===== src/rtl/bounded_updown_counter_pkg.sv =====
// bounded_updown_counter_pkg: op encodings shared by the bounded up/down counter and its legacy predecessor
package bounded_updown_counter_pkg;
    typedef enum logic [1:0] {
        OP_HOLD = 2'b00,
        OP_INC  = 2'b01,
        OP_DEC  = 2'b10,
        OP_CLR  = 2'b11
    } op_e;
endpackage


===== src/rtl/bounded_updown_counter_prescale_tick.sv =====
// prescale_tick: emits one tick per DIV advancing cycles; pure pass-through when DIV=1
module prescale_tick #(
    parameter int DIV = 1
) (
    input  logic clk,
    input  logic rst_n,
    input  logic clr,
    input  logic adv,
    output logic tick
);
    generate
        if (DIV == 1) begin : g_bypass
            logic unused;
            assign unused = clk ^ rst_n ^ clr;
            assign tick = adv;
        end else begin : g_div
            localparam int PW = $clog2(DIV);
            logic [PW-1:0] cnt;
            assign tick = adv && cnt == PW'(DIV - 1);
            always_ff @(posedge clk or negedge rst_n) begin
                if (!rst_n) cnt <= '0;
                else if (clr) cnt <= '0;
                else if (adv) cnt <= tick ? '0 : cnt + 1'b1;
            end
        end
    endgenerate
endmodule


===== src/rtl/bounded_updown_counter.sv =====
// bounded_updown_counter: up/down counter with programmable step, runtime bounds,
// wrap/saturate mode, synchronous load, enable prescaler and registered crossing pulses
module bounded_updown_counter
    import bounded_updown_counter_pkg::*;
#(
    parameter int           W       = 4,
    parameter int           DIV     = 1,
    parameter logic [W-1:0] RST_VAL = '0
) (
    input  logic         clk,
    input  logic         rst_n,
    input  logic         en,
    input  logic [1:0]   op,
    input  logic         load,
    input  logic [W-1:0] load_val,
    input  logic [W-1:0] step,
    input  logic [W-1:0] lim_lo,
    input  logic [W-1:0] lim_hi,
    input  logic         wrap,
    output logic [W-1:0] count,
    output logic         at_max,
    output logic         at_min,
    output logic         ovf,
    output logic         unf,
    output logic         cfg_err
);
    logic               tick, adv, clr, act;
    logic               ovf_n, unf_n;
    logic [W:0]         sum;
    logic signed [W:0]  diff;
    logic [W-1:0]       nxt;

    assign clr     = load || op == OP_CLR;
    assign adv     = en && !load && (op == OP_INC || op == OP_DEC);
    assign cfg_err = lim_lo > lim_hi;
    assign at_max  = count == lim_hi;
    assign at_min  = count == lim_lo;
    assign sum     = {1'b0, count} + {1'b0, step};
    assign diff    = $signed({1'b0, count}) - $signed({1'b0, step});
    // a tick is consumed even when it cannot move the count
    assign act     = tick && !cfg_err && step != '0;

    prescale_tick #(.DIV(DIV)) u_pre (
        .clk  (clk),
        .rst_n(rst_n),
        .clr  (clr),
        .adv  (adv),
        .tick (tick)
    );

    always_comb begin
        ovf_n = act && op == OP_INC && sum > {1'b0, lim_hi};
        unf_n = act && op == OP_DEC && diff < $signed({1'b0, lim_lo});
        nxt   = load         ? load_val :
                op == OP_CLR ? lim_lo :
                !act         ? count :
                ovf_n        ? (wrap ? lim_lo : lim_hi) :
                unf_n        ? (wrap ? lim_hi : lim_lo) :
                op == OP_INC ? sum[W-1:0] : diff[W-1:0];
    end

    always_ff @(posedge clk or negedge rst_n) begin
        if (!rst_n) begin
            count <= RST_VAL;
            ovf   <= 1'b0;
            unf   <= 1'b0;
        end else begin
            count <= nxt;
            ovf   <= ovf_n;
            unf   <= unf_n;
        end
    end
endmodule


===== config.mk =====
export PLATFORM = sky130hd
export DESIGN_NAME = bounded_updown_counter
export DESIGN_NICKNAME = d
export VERILOG_FILES = /design/src/rtl/bounded_updown_counter_pkg.sv /design/src/rtl/bounded_updown_counter_prescale_tick.sv /design/src/rtl/bounded_updown_counter.sv
export SDC_FILE = /design/constraint.sdc
export NUM_CORES = 1
export LEC_CHECK = 0
export BUFFER_PORTS_ARGS = -buffer_cell sky130_fd_sc_hd__buf_2
export CAP_MARGIN = 20
export CELL_PAD_IN_SITES_DETAIL_PLACEMENT = 1
export CELL_PAD_IN_SITES_GLOBAL_PLACEMENT = 1
export CORE_MARGIN = 5
export CORE_UTILIZATION = 42
export CTS_CLUSTER_SIZE = 25
export DETAILED_ROUTE_END_ITERATION = 10
export PLACE_DENSITY = 0.95
export SLEW_MARGIN = 20
export SYNTH_ARGS = -nofsm -noshare
export SYNTH_HDL_FRONTEND = slang
export SYNTH_SLANG_ARGS = --single-unit

===== constraint.sdc =====
create_clock -name clk -period 5.4 [get_ports clk]
set_clock_uncertainty 0.2 [all_clocks]
set_input_delay 0.81 -clock clk [delete_from_list [all_inputs] [get_ports clk]]
set_output_delay 0.81 -clock clk [all_outputs]
set_load 0.05 [all_outputs]

**Yosys cells after proc, flatten, opt, wreduce, memory -nomap -nowiden**

Cells that the tools add are included.
W data, S select, Z words.

- Register bits: 6
- Input port bits: 23
- Output and inout bits: 9
- Logic and storage cells: 34

- Add/subtract/negate cells: 2
- Order comparisons: 3
- Equality and inequality tests: 5
- Muxes and demuxes: 8
- Reductions and logical operators: 13

Operators by type and width:

| cell | number |
|---|---|
| $mux W4 | 8 |
| $eq A4 B4 Y1 | 2 |
| $logic_and A1 B1 Y1 | 8 |
| $add A4 B4 Y5 | 1 |
| $gt A5 B4 Y1 | 1 |
| $lt A5 B5 Y1 | 1 |
| $sub A4 B4 Y5 | 1 |
| $eq A2 B2 Y1 const B | 2 |
| $gt A4 B4 Y1 | 1 |
| $reduce_bool A4 Y1 | 1 |
| $reduce_bool A3 Y1 | 1 |
| $eq A2 B1 Y1 const B | 1 |
| $logic_not A1 Y1 | 2 |
| $logic_or A1 B1 Y1 | 1 |

**Depth between registers and ports, before layout**

Gate-level depths: netlist (run 1).

- Depth in word-level cells: 12
- Mapped depth: 14
- Gate-level depth less buffers: 14

**Cells and area by module**

From an unflattened synthesis (run 1), not the netlist that was laid out.

- Cell total of the unflattened synthesis: 144
- Area, all modules: 1290.0 µm²

Modules (own cells, without submodules):

| module | instances | cells each | area each (µm²) | seq. area each (µm²) |
|---|---|---|---|---|
| bounded_updown_counter | 1 | 143 | 1282.5 | 150.1 |
| prescale_tick | 1 | 1 | 7.5 | 0.0 |

**Least setup slack after synthesis (run 1)**

No wires, ideal clock.

- Path type: in2out
- From: input port lim_hi[1]
- To: output port at_max
- Arrival: 2530 ps
- Data required time: 4390 ps
- Setup slack: 1860 ps
- Cell stages on the path: 2
- Path buffers: 0
- Path through: xor2_1 > nor4_1

- Word-level cells in the longest chain between the ends: 1

Ends and longest elaborated chain:

| element | RTL line | source |
|---|---|---|
| start, declared | bounded_updown_counter.sv:18 | `input logic [W-1:0] lim_hi,` |
| $eq A4 B4 Y1 | bounded_updown_counter.sv:36 | `assign at_max = count == lim_hi;` |
| end, declared | bounded_updown_counter.sv:21 | `output logic at_max,` |

No other way between the ends.

**Worst setup path after layout (run 1)**

- From: input port step[1]
- To: register count[2]

- Word-level cells in the longest chain between the ends: 9
- Elaborated cells between the ends (all ways): 17
- Those cells by class: 2 x add/sub; 2 x order compare; 6 x mux; 7 x reduce/logical

Ends and longest elaborated chain:

| element | RTL line | source |
|---|---|---|
| start, declared | bounded_updown_counter.sv:16 | `input logic [W-1:0] step,` |
| branches (longest 9 deep; another with $sub A4 B4 Y5) | - |  |
| end signal, assigned | bounded_updown_counter.sv:68 | `count <= nxt;` |
| end, declared | bounded_updown_counter.sv:20 | `output logic [W-1:0] count,` |

Several ways; the timed one is not identified. The select of a mux whose other input is x is not followed.
A chain may end at the register's enable or synchronous reset.

==> out/qor.csv, run 1 <==
stage;metric;value;unit
run_status;status;completed;
global_route;grt_overflow;0;
placed_design;dp_hpwl;3.51;mm
run;cap_violations;0;
yosys;synth_common_cells;22 x ha_1, 20 x inv_1, 13 x a21oi_1, 11 x nor2_1, 9 x xor2_1;
sta;holdWs;0.177;ns
yosys;syn_nets;201;
yosys;synth_warnings;0;
critical_path;r2r-end;count[2]$_DFFE_PN0P_;
global_route;grt_use_total;0.211;
yosys;synth_flop_cell;dfrtp_1;
sta;min_period_over_period;0.702;
clocking;ctsHtreeMaxLevel;1;
cells_and_area;multi_input_area;1030;sq um
yosys;yosysSeqAreaShare;0.118;
cells_and_area;drive_above_1_share;0.240;
detailed_routing;drcViolationCount;0;
sta;setup_viol;0;
detailed_routing;vias;1280;
yosys;yosys.area.top_type;ha_1;
pwr;vdd_drop_max;120;uV
sta;fin_crit;3.79;ns
yosys;yosys.area.top_type_share;0.216;
floorplan;start_util;0.428;
cells_and_area;final_area;1470;sq um
detailed_routing;antenna_left;0;
cells_and_area;final_nets;232;
sta;rsz0062_at_grt;false;
pwr;power.leakage;0.730;nW
yosys;ys_async_sr_fraction;1.00;
detailed_routing;wl;4.09;mm
global_route;grt_max_degree;14;
clocking;cts_made_buffers;3;
placed_design;port_buffers;31;
floorplan;die_w;65.1;um
placed_design;placed_cell_area;1450;sq um
global_route;grt_pass1_vias;1461;
critical_path;rr_worst_depth;12;
clocking;post_cts_buffers;0;
pwr;power;0.350;mW
critical_path;start_kind;input pin;
clocking;cts_root_buf;clkbuf_4;
global_route;grt_pass1_wl;6.85;mm
yosys;synth_seq_cells;6;
global_route;grt_antenna_before_repair;0;
clocking;cts_max_path_buffers;2;
critical_path;reg2reg_from;count[1]$_DFFE_PN0P_;
floorplan;die-area;4240;sq um
yosys;syn_inst;154;
yosys;avgSynthCellArea;8.28;sq um
placed_design;place_congestion;0.892;
critical_path;path_class;input pin to register;
clocking;ctsHoldBuffers;0;
sta;drv_slew;0;
clocking;cts_resized;0;
sta;max-slew-margin-rel;0.651;
clocking;tritoncts;built;
cells_and_area;regArea;150;sq um
critical_path;required;5.32;ns
placed_design;dp.cells;213;
sta;finalSetupTns;0;ns
detailed_routing;drt-pass1-iter-count;5;
critical_path;r2r_slack;1.79;ns
critical_path;critPathLaunch;step[1];
yosys;synth-edff-count;0;
critical_path;crit_path_end;count[2]$_DFFE_PN0P_;
critical_path;cp_max_fo;10;
sta;tightest_slew;0.510;ns
cells_and_area;area_growth;15.4;%
clocking;clock_latency;0.24;ns
min_path;hold_path.class;input pin to async pin;
critical_path;cp_data_arrival_time;3.71;ns
clocking;path_clk_slew;0.05;ns
yosys;synthTopCellsByArea;ha_1 22%, dfrtp_1 12%, xor2_1 6.2%;
cells_and_area;finalNonFillerCells;216;
cells_and_area;antennaDiodeCount;0;
detailed_routing;vias_per_cell;5.93;
detailed_routing;drt_iter0_drc;50;
floorplan;core_area;2980;sq um
yosys;synth.distinct_cells;49;
detailed_routing;routedWlPerCell;18.9;um
yosys;syn_area;1270;sq um
critical_path;cp-end-kind;register;
sta;fin_ws;1.61;ns
cells_and_area;postLayoutCoreUtil;0.494;
sta;final_hold_viol_count;0;
pwr;power_density;238;nW/um^2
yosys;synth.most_common_cell;ha_1;
placed_design;dp_slack;1.36;ns
floorplan;row_count;20;
sta;fmax;0.264;GHz
clocking;cts.sinks;6;
floorplan;dieHeight;65.1;um
cells_and_area;nFillCells;375;
floorplan;pin_count;32;
layout make-up:
class                      instances  area share
multi-input combinational        123       0.698
timing repair buffer              31       0.105
sequential                         6       0.102
inverter                          20      0.0510
tap                               33      0.0281
clock buffer                       3      0.0153
report_power, final:
part	internal [mW]	switching, mW	leakage, nW
clock network	0.0251	0.0157	0.0138
registers	0.0498	0.0141	0.0733
logic	0.0979	0.147	0.643
sequential cells by signal, summed over array words and instances (netlist names):
| signal | flops |
|---|---|
| ovf | 1 |
| unf | 1 |
| count | 4 |
layout by cell type, fill, tap and decap left out, types with 2 or more instances in the layout:
| cell | instances |
|---|---|
| nor4_1 | 3 |
| inv_1 | 20 |
| xnor2_1 | 4 |
| nand2_1 | 4 |
| a211oi_1 | 3 |
| nor2_1 | 11 |
| clkbuf_4 | 3 |
| o21a_1 | 3 |
| mux2i_1 | 4 |
| xor2_1 | 9 |
| nand3_1 | 2 |
| nand4_1 | 2 |
| o21bai_1 | 2 |
| nand2_2 | 2 |
| buf_2 | 31 |
| fa_1 | 2 |
| o21ai_0 | 5 |
| nor2b_1 | 4 |
| o211ai_1 | 2 |
| dfrtp_1 | 6 |
| ha_1 | 22 |
| a21oi_1 | 13 |
critical path: stages:
cell and delay (ns):
buf_2 0.14, inv_1 0.09, ha_1 0.31, inv_1 0.08, a21oi_1 0.08, o21ai_0 0.26, xnor2_1 0.18, ha_1 0.29
a21oi_1 0.14, a21oi_1 0.10, a21oi_2 0.40, a2111oi_0 0.17, a2111o_1 0.37, a222oi_1 0.29
how the worst min path moves through the flow:
stage,depth (start not counted),start,endpoint
2_1_floorplan,0,rst_n,count[0]$_DFFE_PN0P_
3_3_place_gp,1,rst_n,unf$_DFF_PN0_
5_1_grt,1,rst_n,count[1]$_DFFE_PN0P_
4_1_cts,1,rst_n,unf$_DFF_PN0_
6_report,1,rst_n,unf$_DFF_PN0_
3_5_place_dp,1,rst_n,count[1]$_DFFE_PN0P_
layer usage:
| metal | up-vias | part of all wire | global-route usage |
|---|---|---|---|
| met5 | - | 0 | 0 |
| met4 | 0 | 0.021 | 0.0725 |
| met3 | 10 | 0.042 | 0.0291 |
| met2 | 50 | 0.54 | 0.423 |
| met1 | 615 | 0.40 | 0.219 |
| li1 | 605 | - | - |
kinds of logic after synthesis:
kind of cell / count (synthesis) / share of synthesized area
compound gates: 44 / 0.272
xor+xnor: 13 / 0.0893
fa+ha+maj: 24 / 0.247
buf+inv: 25 / 0.0765
flops: 6 / 0.118
mux: 5 / 0.0402
simple gates: 37 / 0.157
(Power assumes the default switching activity.)
==> inputs of run 2 (changes only) <==
--- a/config.mk
+++ b/config.mk
@@ -10,10 +10,10 @@
 export CELL_PAD_IN_SITES_DETAIL_PLACEMENT = 1
 export CELL_PAD_IN_SITES_GLOBAL_PLACEMENT = 1
 export CORE_MARGIN = 5
-export CORE_UTILIZATION = 42
+export CORE_UTILIZATION = 39
 export CTS_CLUSTER_SIZE = 25
 export DETAILED_ROUTE_END_ITERATION = 10
-export PLACE_DENSITY = 0.95
+export PLACE_DENSITY = 0.91
 export SLEW_MARGIN = 20
 export SYNTH_ARGS = -nofsm -noshare
 export SYNTH_HDL_FRONTEND = slang
==> constraint.sdc (replaced) <==
create_clock -name clk -period 3.8 [get_ports clk]
set_clock_uncertainty 0.2 [all_clocks]
set_input_delay 0.57 -clock clk [delete_from_list [all_inputs] [get_ports clk]]
set_output_delay 0.57 -clock clk [all_outputs]
set_load 0.05 [all_outputs]
==> run 2 against run 1 <==
Compared with the run above:
- register-to-register slack worse by 1.6 ns
- sequential share of layout area is 0.21 points lower
- critical endpoint unchanged
- highest routed layer unchanged
- count of clock-buffer cells in the layout stayed put
==> out/qor.csv, run 2 (same netlist as run 1, synthesis figures left out) <==
stage;metric;value;unit
placed_design;dp_hpwl;3.51;mm
clocking;cts_made_buffers;3;
cells_and_area;drive_above_1_share;0.239;
critical_path;path_delay_family;compound AO/OA/AOI/OAI gates;
cells_and_area;biggestRegsByFlops;count x4, ovf x1, unf x1;
run;cap_violations;0;
floorplan;row_count;20;
sta;holdWs;0.411;ns
critical_path;required;3.72;ns
sta;finalSetupTns;0;ns
cells_and_area;nFillCells;412;
detailed_routing;vias_per_cell;5.57;
detailed_routing;wl;4.07;mm
pwr;power;0.498;mW
cells_and_area;final_nets;233;
detailed_routing;drt-pass1-iter-count;4;
sta;fmax;0.280;GHz
cells_and_area;area_growth;17.9;%
critical_path;cp-end-kind;register;
placed_design;placed_cell_area;1460;sq um
placed_design;port_buffers;31;
global_route;grt_use_total;0.196;
detailed_routing;drcViolationCount;0;
critical_path;crit_buf_inv;2;
sta;tightest_slew;0.429;ns
global_route;grt_antenna_before_repair;0;
cells_and_area;final_area;1500;sq um
cells_and_area;finalNonFillerCells;228;
sta;rsz0062_at_grt;false;
sta;fin_crit;3.57;ns
floorplan;dieHeight;67.2;um
floorplan;die_w;67.2;um
cells_and_area;largest_register;count;
global_route;grt_pass1_wl;6.72;mm
critical_path;crit_chain;inv_1 > ha_1 > inv_1 > fa_1 > xor2_1 > ha_1 > o21a_1 > nor2_1 > o31ai_4 > or3_1 > a21boi_1 > a2111o_1 > a222oi_1;
critical_path;path_class;register to register;
sta;max-slew-margin-rel;0.707;
detailed_routing;antenna_left;0;
placed_design;place_congestion;0.861;
run_status;status;completed;
cells_and_area;largest_register_ffs;4;
global_route;grt_overflow;0;
sta;drv_slew;0;
min_path;worstHoldPathCells;3;
floorplan;start_util;0.411;
clocking;clock_latency;0.24;ns
pwr;power.leakage;0.736;nW
placed_design;dp.cells;224;
floorplan;pin_count;32;
critical_path;cpPeakStageDelay;0.49;ns
sta;final_hold_viol_count;0;
cells_and_area;postLayoutCoreUtil;0.484;
cells_and_area;multi_input_area;1030;sq um
sta;min_period_over_period;0.939;
floorplan;die-area;4510;sq um
clocking;tritoncts;built;
detailed_routing;routedWlPerCell;17.9;um
detailed_routing;drt_iter0_drc;33;
pwr;vdd_drop_max;201;uV
pwr;power_density;332;nW/um^2
cells_and_area;final_cell_mix;31 x buf_2, 22 x ha_1, 20 x inv_1, 13 x a21oi_1, 11 x nor2_1;
critical_path;r2r_slack;0.23;ns
clocking;ctsHtreeMaxLevel;1;
critical_path;cpMaxStageDelayCell;dfrtp_1;
clocking;cts_max_path_buffers;2;
critical_path;cp_max_fo;8;
floorplan;core_area;3100;sq um
critical_path;cp_data_arrival_time;3.49;ns
cells_and_area;regArea;150;sq um
critical_path;rr_worst_depth;13;
clocking;cts_root_buf;clkbuf_4;
global_route;grt_max_degree;14;
sta;fin_ws;0.233;ns
placed_design;dp_slack;0.0794;ns
sta;setup_viol;0;
min_path;hold_path.class;input pin to register;
detailed_routing;vias;1270;
cells_and_area;antennaDiodeCount;0;
critical_path;start_kind;register;
clocking;path_clk_slew;0.04;ns
global_route;grt_pass1_vias;1417;
cells_and_area;final_common_cell;buf_2;
clocking;post_cts_buffers;0;
critical_path;cp.depth;13;
clocking;cts.sinks;6;
-- run 2: cell types whose count changed in the layout (fill, tap and decap cells not counted) --
cell,previous run,this run
a21oi_4,0,1
dlygate4sd3_1,0,1
a21oi_2,1,0
-- run 2: power by group --
| part | internal (mW) | total, mW | switching (mW) |
|---|---|---|---|
| sequential | 0.0708 | 0.0901 | 0.0193 |
| clock | 0.0357 | 0.0578 | 0.0221 |
| combinational | 0.141 | 0.350 | 0.210 |
| total | 0.247 | 0.498 | 0.251 |
-- run 2: final timing paths --
path | start | to
setup / recovery | count[0]$_DFFE_PN0P_ | count[2]$_DFFE_PN0P_
hold / removal | load_val[3] | count[3]$_DFFE_PN0P_
setup reg to reg | count[0]$_DFFE_PN0P_ | count[2]$_DFFE_PN0P_
hold reg to reg | count[2]$_DFFE_PN0P_ | count[2]$_DFFE_PN0P_
max in group asynchronous | rst_n | count[2]$_DFFE_PN0P_
min in group asynchronous | rst_n | count[0]$_DFFE_PN0P_
-- run 2: area by class of cell --
cell class	instances	area share
Clock buffer	3	0.0150
Inverter	20	0.0500
Multi-Input combinational cell	123	0.689
Sequential cell	6	0.0999
Tap cell	44	0.0366
Timing Repair Buffer	32	0.110
-- run 2: what timing repair did --
action	in CTS	in global routing
hold buffers	1	0
resized for setup	0	1
setup endpoints to repair	0	1
endpoints found under the hold margin	6	0
-- run 2: worst register-to-register path: stages, from the launching register on --
cell and delay, ns:
dfrtp_1 0.49, inv_1 0.10, ha_1 0.17, inv_1 0.06, fa_1 0.43, xor2_1 0.21
ha_1 0.27, o21a_1 0.16, nor2_1 0.06, o31ai_4 0.40, or3_1 0.18, a21boi_1 0.06
a2111o_1 0.38, a222oi_1 0.29
-- run 2: routing by layer --
layer | share of wire | track usage | wire length, um | vias up
li1 | - | - | - | 609
met1 | 0.42 | 0.231 | 1710 | 625
met2 | 0.53 | 0.373 | 2150 | 26
met3 | 0.027 | 0.0150 | 110 | 10
met4 | 0.023 | 0.0557 | 94 | 0
met5 | 0 | 0 | 0 | -
==> inputs of run 3 (changes only) <==
--- a/config.mk
+++ b/config.mk
@@ -9,6 +9,7 @@
 export CAP_MARGIN = 20
 export CELL_PAD_IN_SITES_DETAIL_PLACEMENT = 1
 export CELL_PAD_IN_SITES_GLOBAL_PLACEMENT = 1
+export CORE_ASPECT_RATIO = 1.1
 export CORE_MARGIN = 5
 export CORE_UTILIZATION = 39
 export CTS_CLUSTER_SIZE = 25
==> run 3 against run 2 <==
Compared with the run above:
- sequential cell count unchanged
- core utilization is 0.61 points lower
- combinational power barely moved
- total power is 1.0% lower
- routed wire length shrank 0.15%
- register-to-register slack better by 0.04 ns
- largest cell class unchanged
- largest power group unchanged
==> out/qor.csv, run 3 (same netlist as run 1, synthesis figures left out) <==
stage;metric;value;unit
cells_and_area;biggestRegsByFlops;count x4, ovf x1, unf x1;
cells_and_area;final_common_cell;buf_2;
clocking;cts.sinks;6;
placed_design;port_buffers;31;
pwr;power_frac_clock;0.109;
floorplan;row_count;21;
cells_and_area;area_growth;16.3;%
pwr;power.leakage;0.734;nW
detailed_routing;drt_iter0_drc;36;
global_route;grtUsageMet3;0.0176;
placed_design;dp.cells;214;
global_route;grt_antenna_before_repair;0;
floorplan;dieHeight;70.0;um
detailed_routing;routedWlPerCell;18.6;um
sta;tightest_slew;0.503;ns
global_route;met2_usage;0.341;
global_route;grt_max_degree;14;
clocking;post_cts_buffers;0;
floorplan;core_area;3100;sq um
sta;fmax;0.283;GHz
pwr;power_density;333;nW/um^2
clocking;cts_root_buf;clkbuf_4;
sta;drv_slew;0;
cells_and_area;largest_register;count;
critical_path;cpPeakStageDelay;0.60;ns
sta;final_hold_viol_count;0;
critical_path;start_kind;register;
pwr;p_comb_frac;0.708;
sta;min_period_over_period;0.929;
pwr;seqPwrFrac;0.183;
critical_path;cpMaxStageDelayCell;dfrtp_1;
floorplan;die-area;4510;sq um
critical_path;path_class;register to register;
global_route;grt_use_total;0.188;
clocking;ctsHtreeMaxLevel;1;
critical_path;cp_max_fo;8;
floorplan;start_util;0.411;
critical_path;cp-end-kind;register;
clocking;clock_latency;0.23;ns
clocking;tritoncts;built;
sta;setup_viol;0;
cells_and_area;final_nets;233;
critical_path;cp_data_arrival_time;3.45;ns
pwr;p_sw_frac;0.502;
floorplan;die_w;64.5;um
detailed_routing;drt-pass1-iter-count;5;
placed_design;place_congestion;0.858;
pwr;intPower;0.246;mW
detailed_routing;antenna_left;0;
detailed_routing;vias;1274;
global_route;grt_overflow;0;
sta;finalSetupTns;0;ns
pwr;power;0.493;mW
cells_and_area;finalNonFillerCells;218;
floorplan;pin_count;32;
detailed_routing;drcViolationCount;0;
global_route;busiest_layer;met2;
pwr;vdd_drop_max;236;uV
clocking;cts_max_path_buffers;2;
clocking;cts_made_buffers;3;
critical_path;crit_chain;ha_1 > nor2b_1 > o21a_1 > nor2_1 > xnor2_1 > ha_1 > o21a_1 > nor2_1 > o31ai_4 > or3_1 > a21boi_1 > a2111o_1 > a222oi_1;
sta;max-slew-margin-rel;0.660;
cells_and_area;final_cell_mix;31 x buf_2, 22 x ha_1, 20 x inv_1, 13 x a21oi_1, 11 x nor2_1;
sta;fin_crit;3.53;ns
cells_and_area;antennaDiodeCount;0;
detailed_routing;wl;4.07;mm
pwr;p_sw;0.247;mW
placed_design;dp_hpwl;3.51;mm
run;cap_violations;0;
sta;rsz0062_at_grt;false;
cells_and_area;drive_above_1_share;0.239;
min_path;hold_path.class;input pin to register;
global_route;grt_pass1_wl;6.76;mm
detailed_routing;vias_per_cell;5.84;
clocking;path_clk_slew;0.04;ns
global_route;grt_pass1_vias;1464;
cells_and_area;largest_register_ffs;4;
global_route;grtUsageMet1;0.219;
critical_path;required;3.72;ns
run_status;status;completed;
==> run 3: cell types whose count changed in the layout (fill, tap and decap cells not counted) <==
| cell | delta |
|---|---|
| a21oi_2 | +1 |
| a21oi_4 | -1 |
==> run 3: worst paths after layout <==
kind / startpoint / cells past startpoint / slack [ns] / to
min in group asynchronous: rst_n / 2 / 0.49 / count[2]$_DFFE_PN0P_
max in group asynchronous: rst_n / 2 / 2.77 / ovf$_DFF_PN0_
max reg2reg: count[1]$_DFFE_PN0P_ / 13 / 0.27 / count[2]$_DFFE_PN0P_
max: count[1]$_DFFE_PN0P_ / 13 / 0.27 / count[2]$_DFFE_PN0P_
min reg2reg: count[2]$_DFFE_PN0P_ / 2 / 0.48 / count[2]$_DFFE_PN0P_
min: load_val[3] / 3 / 0.43 / count[3]$_DFFE_PN0P_
==> run 3: cell type report <==
class	instances	area [sq um]
flip-flops and latches	6	150
clock buffers	3	22.5
multi-input cells	123	1030
fillers	407	1620
repair buffers	32	165
well taps	34	42.5
inverters	20	75.1
==> run 3: power groups by stage <==
stage                     sequential (mW)  clock (mW)  combinational, mW
after floorplan                     0.109           0              0.232
after global placement             0.0893           0              0.321
after detailed placement           0.0910           0              0.347
after CTS                          0.0901      0.0573              0.349
after global routing               0.0910      0.0612              0.385
final                              0.0901      0.0538              0.349
==> run 3: routing by layer <==
metal | up-vias | wire length, um
met2 | 37 | 2140
met4 | 0 | 147
met5 | - | 0
li1 | 612 | -
met3 | 16 | 125
met1 | 609 | 1660
==> run 3: repair_timing <==
item                      4_1_cts  5_1_grt
resized for setup               0        0
hold endpoints to repair        6        0
hold buffers                    1        0
==> run 3: through the flow <==
step	area [sq um]	util	hold slack, ns	setup slack [ns]
after CTS	1480	0.478	0.420	0.265
after global routing	1480	0.478	0.418	0.0549
final	1480	0.478	0.426	0.271
after global placement	1450	0.468	0.193	0.307
after detailed placement	1450	0.468	0.201	0.0941
after floorplan	1270	-	0.0744	0.332
==> run 3: critical path: cells and delay by family (launching register included) <==
| family | cells | cell delay, ns |
|---|---|---|
| AO/OA/AOI/OAI | 6 | 1.39 |
| adder cells (fa/ha/maj) | 2 | 0.60 |
| flip-flops | 1 | 0.60 |
| AND/OR/NAND/NOR | 4 | 0.52 |
| XOR/XNOR | 1 | 0.10 |
